## config.mk

```make
export PLATFORM = sky130hd
export DESIGN_NAME = multicycle_control
export DESIGN_NICKNAME = d
export VERILOG_FILES = /design/src/rtl/multicycle_control.sv
export SDC_FILE = /design/constraint.sdc
export NUM_CORES = 1
export LEC_CHECK = 0
export BUFFER_PORTS_ARGS = -buffer_cell sky130_fd_sc_hd__buf_2
export CORE_MARGIN = 2
export CORE_UTILIZATION = 30
export DETAILED_ROUTE_END_ITERATION = 10
export PLACE_DENSITY = 0.54
export SLEW_MARGIN = 20
export SYNTH_ARGS = -nofsm -noshare
export SYNTH_HDL_FRONTEND = slang
export SYNTH_SLANG_ARGS = --single-unit
export TNS_END_PERCENT = 20
```

## constraint.sdc

```tcl
create_clock -name clock -period 1.45 [get_ports clock]
set_clock_uncertainty 0.1 [all_clocks]
set_input_delay 0.145 -clock clock [delete_from_list [all_inputs] [get_ports clock]]
set_output_delay 0.145 -clock clock [all_outputs]
set_load 0.02 [all_outputs]
```

## src/rtl/multicycle_control.sv

```systemverilog
// Main control FSM for the multi-cycle MIPS datapath: sequences fetch, decode,
// execute, memory and write-back through a shared ALU and one unified memory.
module multicycle_control #(
   parameter logic [5:0] OP_RTYPE = 6'b000000,
   parameter logic [5:0] OP_LW    = 6'b100011,
   parameter logic [5:0] OP_SW    = 6'b101011,
   parameter logic [5:0] OP_BEQ   = 6'b000100,
   parameter logic [5:0] OP_J     = 6'b000010,
   parameter logic [5:0] OP_ADDI  = 6'b001000
) (
   input  logic       clock,
   input  logic       reset,
   input  logic [5:0] opcode,
   input  logic       jr_enable,
   input  logic       mem_ready,
   output logic       pc_write,
   output logic       pc_write_cond,
   output logic       i_or_d,
   output logic       mem_read,
   output logic       mem_write,
   output logic       ir_write,
   output logic       mem_to_reg,
   output logic       reg_dst,
   output logic       reg_write,
   output logic       alu_src_a,
   output logic [1:0] alu_src_b,
   output logic [1:0] alu_op,
   output logic [1:0] pc_source,
   output logic       illegal_op,
   output logic [3:0] state
);

   typedef enum logic [3:0] {
      FETCH     = 4'd0,
      DECODE    = 4'd1,
      MEM_ADDR  = 4'd2,
      MEM_READ  = 4'd3,
      MEM_WB    = 4'd4,
      MEM_WRITE = 4'd5,
      R_EXEC    = 4'd6,
      R_WB      = 4'd7,
      BRANCH    = 4'd8,
      JUMP      = 4'd9,
      ADDI_EXEC = 4'd10,
      ADDI_WB   = 4'd11
   } state_t;

   typedef struct packed {
      logic       pc_write;
      logic       pc_write_cond;
      logic       i_or_d;
      logic       mem_read;
      logic       mem_write;
      logic       ir_write;
      logic       mem_to_reg;
      logic       reg_dst;
      logic       reg_write;
      logic       alu_src_a;
      logic [1:0] alu_src_b;
      logic [1:0] alu_op;
      logic [1:0] pc_source;
      logic       illegal_op;
   } ctrl_t;

   state_t state_q;
   state_t state_d;
   ctrl_t  ctrl;
   ctrl_t  ctrl_out;

   logic op_is_lw;
   logic op_is_sw;
   logic op_is_rtype;
   logic op_is_beq;
   logic op_is_j;
   logic op_is_addi;
   logic op_known;

   assign op_is_lw    = (opcode == OP_LW);
   assign op_is_sw    = (opcode == OP_SW);
   assign op_is_rtype = (opcode == OP_RTYPE);
   assign op_is_beq   = (opcode == OP_BEQ);
   assign op_is_j     = (opcode == OP_J);
   assign op_is_addi  = (opcode == OP_ADDI);
   assign op_known    = op_is_lw | op_is_sw | op_is_rtype | op_is_beq | op_is_j | op_is_addi;

   always_ff @(posedge clock or negedge reset) begin
      if (!reset) begin
         state_q <= FETCH;
      end else begin
         state_q <= state_d;
      end
   end

   always_comb begin
      state_d = FETCH;
      case (state_q)
         FETCH:     state_d = mem_ready ? DECODE : FETCH;
         DECODE: begin
            if (op_is_lw || op_is_sw) state_d = MEM_ADDR;
            else if (op_is_rtype)     state_d = R_EXEC;
            else if (op_is_beq)       state_d = BRANCH;
            else if (op_is_j)         state_d = JUMP;
            else if (op_is_addi)      state_d = ADDI_EXEC;
            else                      state_d = FETCH;
         end
         MEM_ADDR: begin
            if (op_is_lw)      state_d = MEM_READ;
            else if (op_is_sw) state_d = MEM_WRITE;
            else               state_d = FETCH;
         end
         MEM_READ:  state_d = mem_ready ? MEM_WB : MEM_READ;
         MEM_WB:    state_d = FETCH;
         MEM_WRITE: state_d = mem_ready ? FETCH : MEM_WRITE;
         R_EXEC:    state_d = jr_enable ? FETCH : R_WB;
         R_WB:      state_d = FETCH;
         BRANCH:    state_d = FETCH;
         JUMP:      state_d = FETCH;
         ADDI_EXEC: state_d = ADDI_WB;
         ADDI_WB:   state_d = FETCH;
         default:   state_d = FETCH;
      endcase
   end

   // Moore decode of the current state; mem_ready only gates the FETCH loads.
   always_comb begin
      ctrl = '0;
      case (state_q)
         FETCH: begin
            ctrl.mem_read  = 1'b1;
            ctrl.alu_src_b = 2'b01;
            ctrl.ir_write  = mem_ready;
            ctrl.pc_write  = mem_ready;
         end
         DECODE: begin
            ctrl.alu_src_b  = 2'b11;
            ctrl.illegal_op = ~op_known;
         end
         MEM_ADDR: begin
            ctrl.alu_src_a = 1'b1;
            ctrl.alu_src_b = 2'b10;
         end
         MEM_READ: begin
            ctrl.mem_read = 1'b1;
            ctrl.i_or_d   = 1'b1;
         end
         MEM_WB: begin
            ctrl.reg_write  = 1'b1;
            ctrl.mem_to_reg = 1'b1;
         end
         MEM_WRITE: begin
            ctrl.mem_write = 1'b1;
            ctrl.i_or_d    = 1'b1;
         end
         R_EXEC: begin
            ctrl.alu_src_a = 1'b1;
            ctrl.alu_op    = 2'b10;
            if (jr_enable) begin
               ctrl.pc_write  = 1'b1;
               ctrl.pc_source = 2'b11;
            end
         end
         R_WB: begin
            ctrl.reg_write = 1'b1;
            ctrl.reg_dst   = 1'b1;
         end
         BRANCH: begin
            ctrl.alu_src_a     = 1'b1;
            ctrl.alu_op        = 2'b01;
            ctrl.pc_write_cond = 1'b1;
            ctrl.pc_source     = 2'b01;
         end
         JUMP: begin
            ctrl.pc_write  = 1'b1;
            ctrl.pc_source = 2'b10;
         end
         ADDI_EXEC: begin
            ctrl.alu_src_a = 1'b1;
            ctrl.alu_src_b = 2'b10;
         end
         ADDI_WB: begin
            ctrl.reg_write = 1'b1;
         end
         default: ctrl = '0;
      endcase
   end

   // Outputs are forced low for the whole time reset is held, not just after an edge.
   assign ctrl_out = reset ? ctrl : '0;

   assign pc_write      = ctrl_out.pc_write;
   assign pc_write_cond = ctrl_out.pc_write_cond;
   assign i_or_d        = ctrl_out.i_or_d;
   assign mem_read      = ctrl_out.mem_read;
   assign mem_write     = ctrl_out.mem_write;
   assign ir_write      = ctrl_out.ir_write;
   assign mem_to_reg    = ctrl_out.mem_to_reg;
   assign reg_dst       = ctrl_out.reg_dst;
   assign reg_write     = ctrl_out.reg_write;
   assign alu_src_a     = ctrl_out.alu_src_a;
   assign alu_src_b     = ctrl_out.alu_src_b;
   assign alu_op        = ctrl_out.alu_op;
   assign pc_source     = ctrl_out.pc_source;
   assign illegal_op    = ctrl_out.illegal_op;
   assign state         = state_q;

endmodule

```

==> results of run 1 <==
[cell families (layout without fill, tap and decap cells)]
logic type      count (synthesis)  after routing
simple gates                   53             53
flops                           4              4
compound gates                 20             20
buf+inv                         8             55
mux                             1              1
xor+xnor                        2              2
[synthesized netlist by cell type (2+ instances only)]
library cell,count
a21oi_1,5
a31oi_1,2
and4b_1,3
buf_2,2
buf_4,2
dfrtp_1,4
inv_1,2
nand2_1,7
nand2b_1,6
nand3_1,3
nor2_1,12
nor2b_1,2
nor3_1,5
nor4b_1,3
o211ai_1,3
o21ai_0,2
o21ai_1,3
or2_1,2
or3_1,2
xor2_1,2
[how the worst max path moves through the flow]
stage,startpoint,to,depth (start not counted)
after global placement,state[2],pc_write,5
final,state[2],pc_write,5
after detailed placement,state[2],pc_write,5
after CTS,state[2],pc_write,5
after floorplan,state[3],pc_write,5
after global routing,state[2],pc_write,5
[metrics by stage]
stage               hold WS, ns  std cells  power [W]  utilization (%)
detailed placement       0.0634        155   0.000328             47.9
CTS                       0.118        160   0.000479             53.2
finish                    0.129        162   0.000497             58.2
global route              0.137        162   0.000528             58.2
floorplan                -0.251         88   0.000245                -
global placement         0.0563        155   0.000326             47.9
[timing repair]
action,in CTS,in global routing
hold endpoints to repair,4,0
resized for setup,20,19
pin swaps,5,3
setup endpoints to repair,19,20
buffers inserted,1,2
hold buffers,1,0
[cell type report]
class                   instances  share of cell area (%)
well taps                      27                    2.99
inverters                       2                   0.664
repair buffers                 50                    32.1
clock buffers                   3                    1.99
multi-input cells              76                    53.1
flip-flops and latches          4                    9.18
[power by group]
| group | internal (W) | switching (W) |
|---|---|---|
| sequential | 0.000117 | 0.00000900 |
| combinational | 0.000106 | 0.000127 |
| clock | 0.0000925 | 0.0000441 |
| total | 0.000316 | 0.000180 |
[layer usage]
metal | vias up | GRT usage, % | wire length (µm)
met5 | - | 0 | 0
met4 | 0 | 8.57 | 25
met3 | 2 | 1.53 | 86
met2 | 25 | 30.2 | 1100
met1 | 398 | 22.7 | 922
li1 | 413 | - | -
==> flow_metrics.env, run 1 <==
export IMPL_status="complete, but fails checks"
export IMPL_violations="setup timing"
export IMPL_critPathTopFamily="simple AND/OR/NAND/NOR gates"
export IMPL_synth_simple_area_share_pct=50.8
export IMPL_worstHoldPathType="input pin to register"
export IMPL_cp_required_ns=1.21
export IMPL_worstSetupPathType="register to primary output"
export IMPL_synth_area_leader_cell="dfrtp_1"
export IMPL_synthAdderAreaFrac_pct=0
export IMPL_max_slew_margin_pct=81.5
export IMPL_vdd_drop_max_mv=0.279
export IMPL_rows=16
export IMPL_synth_edf_count=0
export IMPL_clk_insertion_delay_late_ns=0.23
export IMPL_placed_cell_area_um2=931
export IMPL_min_period_ns=1.73
export IMPL_antenna_found_initial=0
export IMPL_cts_htree_levels=1
export IMPL_wl_per_cell_um=13.2
export IMPL_fin_area_um2=1130
export IMPL_grt_pass1_wl_um=3400
export IMPL_synth_cells=88
export IMPL_final_cell_mix="28 x buf_4, 15 x buf_2, 10 x nor2_1, 6 x buf_6"
export IMPL_crit_chain="nor2b_4 > and3_4 > o21a_1 > or2_4 > buf_6"
export IMPL_path_max_fanout=4
export IMPL_start_util_pct=31.6
export IMPL_cts_tree="built"
export IMPL_area_growth_pct=84.5
export IMPL_cts_buffer_depth=2
export IMPL_hpwlAfterDp_um=1610
export IMPL_yosysUniqueCellTypes=36
export IMPL_hold_viol=0
export IMPL_yosysSeqAreaShare_pct=16.3
export IMPL_async_reset_ff_share_pct=100
export IMPL_rsz0062_at_grt="yes"
export IMPL_arrival_ns=1.48
export IMPL_endpoint_kind="primary output"
export IMPL_fp_dieW_um=49.2
export IMPL_dieArea_um2=2420
export IMPL_grt_ovfl_total=0
export IMPL_nets=147
export IMPL_crit_slowest_cell="dfrtp_2"
export IMPL_via_per_inst=5.17
export IMPL_synth_area_um2=613
export IMPL_multi_input_area_um2=601
export IMPL_r2r_start="state[2]"
export IMPL_avgSynthCellArea_um2=6.97
export IMPL_cp_start_kind="register"
export IMPL_track_usage_pct=17.9
export IMPL_ff2ff_setup_slack_ns=-0.11
export IMPL_reg2regPathDepth=6
export IMPL_io_buffer_count=30
export IMPL_ys_ff_latch=4
export IMPL_grt_max_degree=12
export IMPL_cp_num_buf_inv=1
export IMPL_routed_wl_um=2130
export IMPL_syn_num_nets=98
export IMPL_drv_slew=0
export IMPL_drive_above_1_share_pct=57.8
export IMPL_antenna_left=0
export IMPL_synth_compound_area_share_pct=20.6
export IMPL_max_stage_delay_ns=0.43
export IMPL_maxCapViolations=0
export IMPL_yosys_warnings=0
export IMPL_die_h_um=49.2
export IMPL_drc=0
export IMPL_ioPinCount=31
export IMPL_vias=838
export IMPL_place_gp_congestion=0.892
export IMPL_core_area_um2=1940
export IMPL_dpl_worst_slack_ns=-0.0985
export IMPL_muxShareOfSynthArea_pct=1.63
export IMPL_min_delay_start="opcode[1]"
export IMPL_setup_viol=19
export IMPL_path_clk_slew_ns=0.04
export IMPL_first_pass_iters=4
export IMPL_setup_tns_final_ns=-2.58
export IMPL_synth_xor_area_share_pct=2.86
export IMPL_synth_top_area_share_pct=16.3
export IMPL_p_leak_nw=0.516
export IMPL_synth_top_family_by_area="simple AND/OR/NAND/NOR gates"
export IMPL_numClockSinks=4
export IMPL_tightest_slew_ns=0.277
export IMPL_synthTopCellsByArea="dfrtp_1 16%, nor2_1 7.3%, nand2b_1 6.1%"
export IMPL_largest_reg_flops=4
export IMPL_grt_pass1_vias=749
export IMPL_cts_made_buffers=3
export IMPL_r2r_end="state[0]"
export IMPL_drtIter0Drc=22
export IMPL_hold_path_depth=2
export IMPL_fin_crit_sh_pct=119
export IMPL_hold_end="state[2]"
export IMPL_synth_flop_cell="dfrtp_1"
export IMPL_fillers=189
export IMPL_setup_slack_ns=-0.279
export IMPL_ff_latch_area_um2=104
export IMPL_power_density_nw_per_um2=439
export IMPL_fmax_mhz=579
export IMPL_layout_commonest_cell="buf_4"
export IMPL_n_antenna_cell=0
export IMPL_cts_root_buf="clkbuf_4"
(Power assumes the default switching activity.)
==> run 2, diff against run 1 <==
Settings changed: CORE_UTILIZATION 30 to 44, PLACE_DENSITY 0.54 to 0.75.
Clock period 1.45 ns to 1.8 ns, I/O delays scaled along.
==> flow_metrics.env, run 2 (same netlist as run 1, synthesis figures left out) <==
export IMPL_status="complete, but fails checks"
export IMPL_violations="setup timing"
export IMPL_ioPinCount=31
export IMPL_worstSetupPathType="register to primary output"
export IMPL_tightest_slew_ns=0.296
export IMPL_max_stage_delay_ns=0.44
export IMPL_drive_above_1_share_pct=45.2
export IMPL_cts_htree_levels=1
export IMPL_endpoint_kind="primary output"
export IMPL_final_cell_mix="28 x buf_2, 12 x nor2_1, 11 x buf_4, 6 x nand2_1, 5 x a21oi_1"
export IMPL_wl_per_cell_um=13.5
export IMPL_cts_tree="built"
export IMPL_drv_slew=0
export IMPL_reg2regPathDepth=5
export IMPL_cp_num_buf_inv=1
export IMPL_antenna_left=0
export IMPL_crit_chain="nor2b_4 > and3_1 > o21a_1 > or2_1 > buf_6"
export IMPL_p_clk_share_pct=31.1
export IMPL_place_gp_congestion=0.803
export IMPL_vdd_drop_max_mv=0.316
export IMPL_first_pass_iters=4
export IMPL_multi_input_area_um2=502
export IMPL_ff_latch_area_um2=105
export IMPL_arrival_ns=1.52
export IMPL_setup_viol=1
export IMPL_area_growth_pct=46.7
export IMPL_clk_insertion_delay_late_ns=0.24
export IMPL_path_max_fanout=7
export IMPL_max_slew_margin_pct=80.1
export IMPL_fp_dieW_um=41.3
export IMPL_critPathTopFamily="simple AND/OR/NAND/NOR gates"
export IMPL_crit_slowest_cell="dfrtp_2"
export IMPL_p_switching_w=0.000133
export IMPL_grt_pass1_vias=654
export IMPL_min_period_ns=1.80
export IMPL_fin_crit_sh_pct=100
export IMPL_core_area_um2=1300
export IMPL_io_buffer_count=30
export IMPL_fillers=115
export IMPL_setup_slack_ns=-0.00119
export IMPL_hold_viol=0
export IMPL_comb_power_share_pct=39.8
export IMPL_via_per_inst=5.74
export IMPL_utilization_pct=69.1
export IMPL_maxCapViolations=0
export IMPL_worst_hold_slack_ns=0.190
export IMPL_hold_path_depth=2
export IMPL_die_h_um=41.3
export IMPL_grt_max_degree=14
export IMPL_path_clk_slew_ns=0.04
export IMPL_vias=809
export IMPL_track_usage_pct=24.7
export IMPL_worstHoldPathType="input pin to register"
export IMPL_cts_buffer_depth=2
export IMPL_n_antenna_cell=0
export IMPL_path_depth=5
export IMPL_drc=0
export IMPL_largest_reg_flops=4
export IMPL_fmax_mhz=555
export IMPL_grt_pass1_wl_um=2740
export IMPL_p_int_w=0.000228
export IMPL_rsz0062_at_grt="yes"
export IMPL_hpwlAfterDp_um=1360
export IMPL_dieArea_um2=1710
export IMPL_power_share_sequential_pct=29.1
export IMPL_numClockSinks=4
export IMPL_cts_root_buf="clkbuf_4"
export IMPL_cts_made_buffers=3
export IMPL_routed_wl_um=1910
export IMPL_power_density_nw_per_um2=401
export IMPL_layout_commonest_cell="buf_2"
export IMPL_switching_share_pct=36.8
export IMPL_p_leak_nw=0.437
export IMPL_drtIter0Drc=17
export IMPL_start_util_pct=47.1
export IMPL_nets=138
export IMPL_dpl_worst_slack_ns=0.118
export IMPL_antenna_found_initial=0
export IMPL_grt_ovfl_total=0
export IMPL_cp_required_ns=1.52
export IMPL_cp_start_kind="register"
export IMPL_rows=13
==> run 2: power by group through the flow <==
| stage | sequential [W] | clock, W | combinational (W) |
|---|---|---|---|
| final | 0.000105 | 0.000112 | 0.000144 |
| after global routing | 0.000106 | 0.000120 | 0.000156 |
| after CTS | 0.000103 | 0.000113 | 0.000138 |
| after detailed placement | 0.000104 | 0 | 0.000129 |
| after global placement | 0.000104 | 0 | 0.000127 |
| after floorplan | 0.000102 | 0 | 0.0000847 |
==> run 2: repair_timing <==
action / in CTS / in global routing
setup buffers: 6 / 0
gates resized for setup: 9 / 4
hold buffers: 1 / 0
hold endpoints to repair: 4 / 0
pin swaps: 3 / 1
cloned: 0 / 0
setup endpoints to repair: 1 / 3
==> run 2: worst reg2reg max path: cells and delay by family, from the launching register on <==
kind                   cells  cell delay [ns]
buffers and inverters      1             0.15
and+or+nand+nor            3             0.54
AOI/OAI and AO/OA          1             0.20
DFF                        1             0.44
==> run 2: metrics by stage <==
step	cells	power [W]	setup TNS, ns	area [µm²]
2_1_floorplan	88	0.000186	-0.267	619
3_3_place_gp	131	0.000231	0	778
3_5_place_dp	131	0.000233	0	778
4_1_cts	141	0.000355	-0.00782	882
5_1_grt	141	0.000382	-0.0545	900
6_report	141	0.000361	-0.00119	900
==> run 2: layer usage <==
layer,up-vias,global-route usage (%),part of all wire [%]
li1,398,-,-
met1,368,27.6,39
met4,0,12.1,2.8
met3,6,3.72,6.9
met2,37,44.9,51
met5,-,0,0
==> run 2: path summary, 6_finish.rpt <==
kind                       endpoint      start  slack [ns]
max                        pc_write   state[1]      -0.001
min                        state[2]  opcode[1]        0.19
max reg2reg                state[2]   state[1]        0.28
min reg2reg                state[3]   state[2]        0.57
max in group asynchronous  state[0]      reset        1.06
min in group asynchronous  state[1]      reset        0.34
==> run 2: layout make-up <==
class,count,area share (%)
clock buffers,3,2.50
inverters,2,0.834
multi-input cells,76,55.8
flip-flops and latches,4,11.7
well taps,15,2.09
repair buffers,41,27.1
==> run 3, diff against run 2 <==
Settings changed: RECOVER_POWER set to 25.
==> flow_metrics.env, run 3 (same netlist as run 1, synthesis figures left out) <==
export IMPL_core_area_um2=1300
export IMPL_maxCapViolations=0
export IMPL_crit_chain="nor2b_4 > and3_1 > o21a_1 > or2_1 > buf_6"
export IMPL_drc=0
export IMPL_grt_pass1_wl_um=2740
export IMPL_cts_buffer_depth=2
export IMPL_arrival_ns=1.52
export IMPL_clk_insertion_delay_late_ns=0.24
export IMPL_n_antenna_cell=0
export IMPL_setup_viol=1
export IMPL_p_leak_nw=0.434
export IMPL_fillers=116
export IMPL_power_density_nw_per_um2=402
export IMPL_fin_area_um2=898
export IMPL_routed_wl_um=1920
export IMPL_cts_root_buf="clkbuf_4"
export IMPL_placed_cell_area_um2=778
export IMPL_vias=820
export IMPL_min_period_ns=1.80
export IMPL_wl_met2_um=973
export IMPL_fmax_mhz=555
export IMPL_comb_power_share_pct=39.7
export IMPL_io_buffer_count=30
export IMPL_fp_dieW_um=41.3
export IMPL_p_int_w=0.000228
export IMPL_start_util_pct=47.1
export IMPL_first_pass_iters=4
export IMPL_fin_crit_sh_pct=100
export IMPL_cp_start_kind="register"
export IMPL_cts_tree="built"
export IMPL_hpwlAfterDp_um=1360
export IMPL_status="complete, but fails checks"
export IMPL_path_max_fanout=7
export IMPL_p_clk_share_pct=31.1
export IMPL_grt_max_degree=14
export IMPL_rsz0062_at_grt="yes"
export IMPL_setup_tns_final_ns=-0.00279
export IMPL_max_slew_margin_pct=75.1
export IMPL_antenna_left=0
export IMPL_area_growth_pct=46.5
export IMPL_cp_required_ns=1.52
export IMPL_ioPinCount=31
export IMPL_power_share_sequential_pct=29.1
export IMPL_rows=13
export IMPL_wl_met1_um=750
export IMPL_cts_made_buffers=3
export IMPL_setup_slack_ns=-0.00279
export IMPL_track_usage_pct=24.7
export IMPL_drtIter0Drc=17
export IMPL_layout_commonest_cell="buf_2"
export IMPL_dieArea_um2=1710
export IMPL_utilization_pct=69.0
export IMPL_grt_ovfl_total=0
export IMPL_p_switching_w=0.000133
export IMPL_max_stage_delay_ns=0.44
export IMPL_crit_slowest_cell="dfrtp_2"
export IMPL_violations="setup timing"
export IMPL_hold_viol=0
export IMPL_worstSetupPathType="register to primary output"
export IMPL_drv_slew=0
export IMPL_path_clk_slew_ns=0.04
export IMPL_worstHoldPathType="input pin to register"
export IMPL_largest_reg_flops=4
export IMPL_tightest_slew_ns=0.373
export IMPL_switching_share_pct=36.9
export IMPL_place_gp_congestion=0.803
export IMPL_via_per_inst=5.82
export IMPL_endpoint_kind="primary output"
export IMPL_numClockSinks=4
export IMPL_nets=138
export IMPL_grt_pass1_vias=654
export IMPL_routed_wl_met3_um=132
export IMPL_wl_per_cell_um=13.6
export IMPL_vdd_drop_max_mv=0.316
export IMPL_die_h_um=41.3
export IMPL_topRoutingLayerUsed="met4"
export IMPL_cts_htree_levels=1
export IMPL_drive_above_1_share_pct=44.4
export IMPL_antenna_found_initial=0
export IMPL_final_cell_mix="27 x buf_2, 12 x nor2_1, 11 x buf_4, 6 x nand2_1, 5 x a21oi_1"
[run 3: cell count changes in the layout (fill, tap and decap cells not counted)]
cell / before / now
clkbuf_1: 0 / 1
buf_2: 28 / 27
[run 3: routing by layer]
metal | GRT usage [%] | vias up
met5 | 0 | -
met4 | 12.1 | 0
met3 | 3.72 | 8
met2 | 44.9 | 41
met1 | 27.6 | 373
li1 | - | 398
[run 3: worst paths after layout]
kind | start | end | slack (ns) | cells after the start
min in group asynchronous | reset | state[1] | 0.50 | 2
hold reg to reg | state[2] | state[3] | 0.57 | 2
setup / recovery | state[1] | pc_write | -0.003 | 5
hold / removal | opcode[1] | state[2] | 0.19 | 2
max in group asynchronous | reset | state[0] | 0.90 | 2
setup reg to reg | state[1] | state[2] | 0.28 | 5
[run 3: what timing repair did]
item | 4_1_cts | 5_1_grt
hold buffers | 1 | 0
endpoints found under the setup margin | 1 | 3
setup buffers | 6 | 0
endpoints found under the hold margin | 4 | 0
pin swaps | 3 | 1
resized for setup | 9 | 4
[run 3: cell type report]
| cell class | instances | area (µm²) | share of cell area, % |
|---|---|---|---|
| well taps | 15 | 18.8 | 2.09 |
| clock buffers | 3 | 22.5 | 2.51 |
| inverters | 2 | 7.51 | 0.836 |
| repair buffers | 41 | 243 | 27.0 |
| multi-input cells | 76 | 502 | 55.8 |
| flip-flops and latches | 4 | 105 | 11.7 |
[run 3: per-stage QoR]
stage,total power (W),worst slack (ns),hold slack (ns),instances
final,0.000361,-0.00279,0.189,141
after global routing,0.000381,-0.0452,0.174,141
after CTS,0.000355,-0.00782,0.172,141
after detailed placement,0.000233,0.118,-0.0568,131
after global placement,0.000231,0.180,-0.0541,131
after floorplan,0.000186,-0.113,-0.216,88
[run 3: power by group through the flow]
stage | clock [W] | sequential (W) | combinational (W)
floorplan | 0 | 0.000102 | 0.0000847
global route | 0.000120 | 0.000106 | 0.000156
global placement | 0 | 0.000104 | 0.000127
CTS | 0.000113 | 0.000103 | 0.000138
finish | 0.000112 | 0.000105 | 0.000143
detailed placement | 0 | 0.000104 | 0.000129
[run 3: worst max-delay path: cells and delay by family (launching register included)]
family                 cells  cell delay, ns
flip-flops                 1            0.44
AND/OR/NAND/NOR            3            0.53
buffers and inverters      1            0.14
AO/OA/AOI/OAI              1            0.17
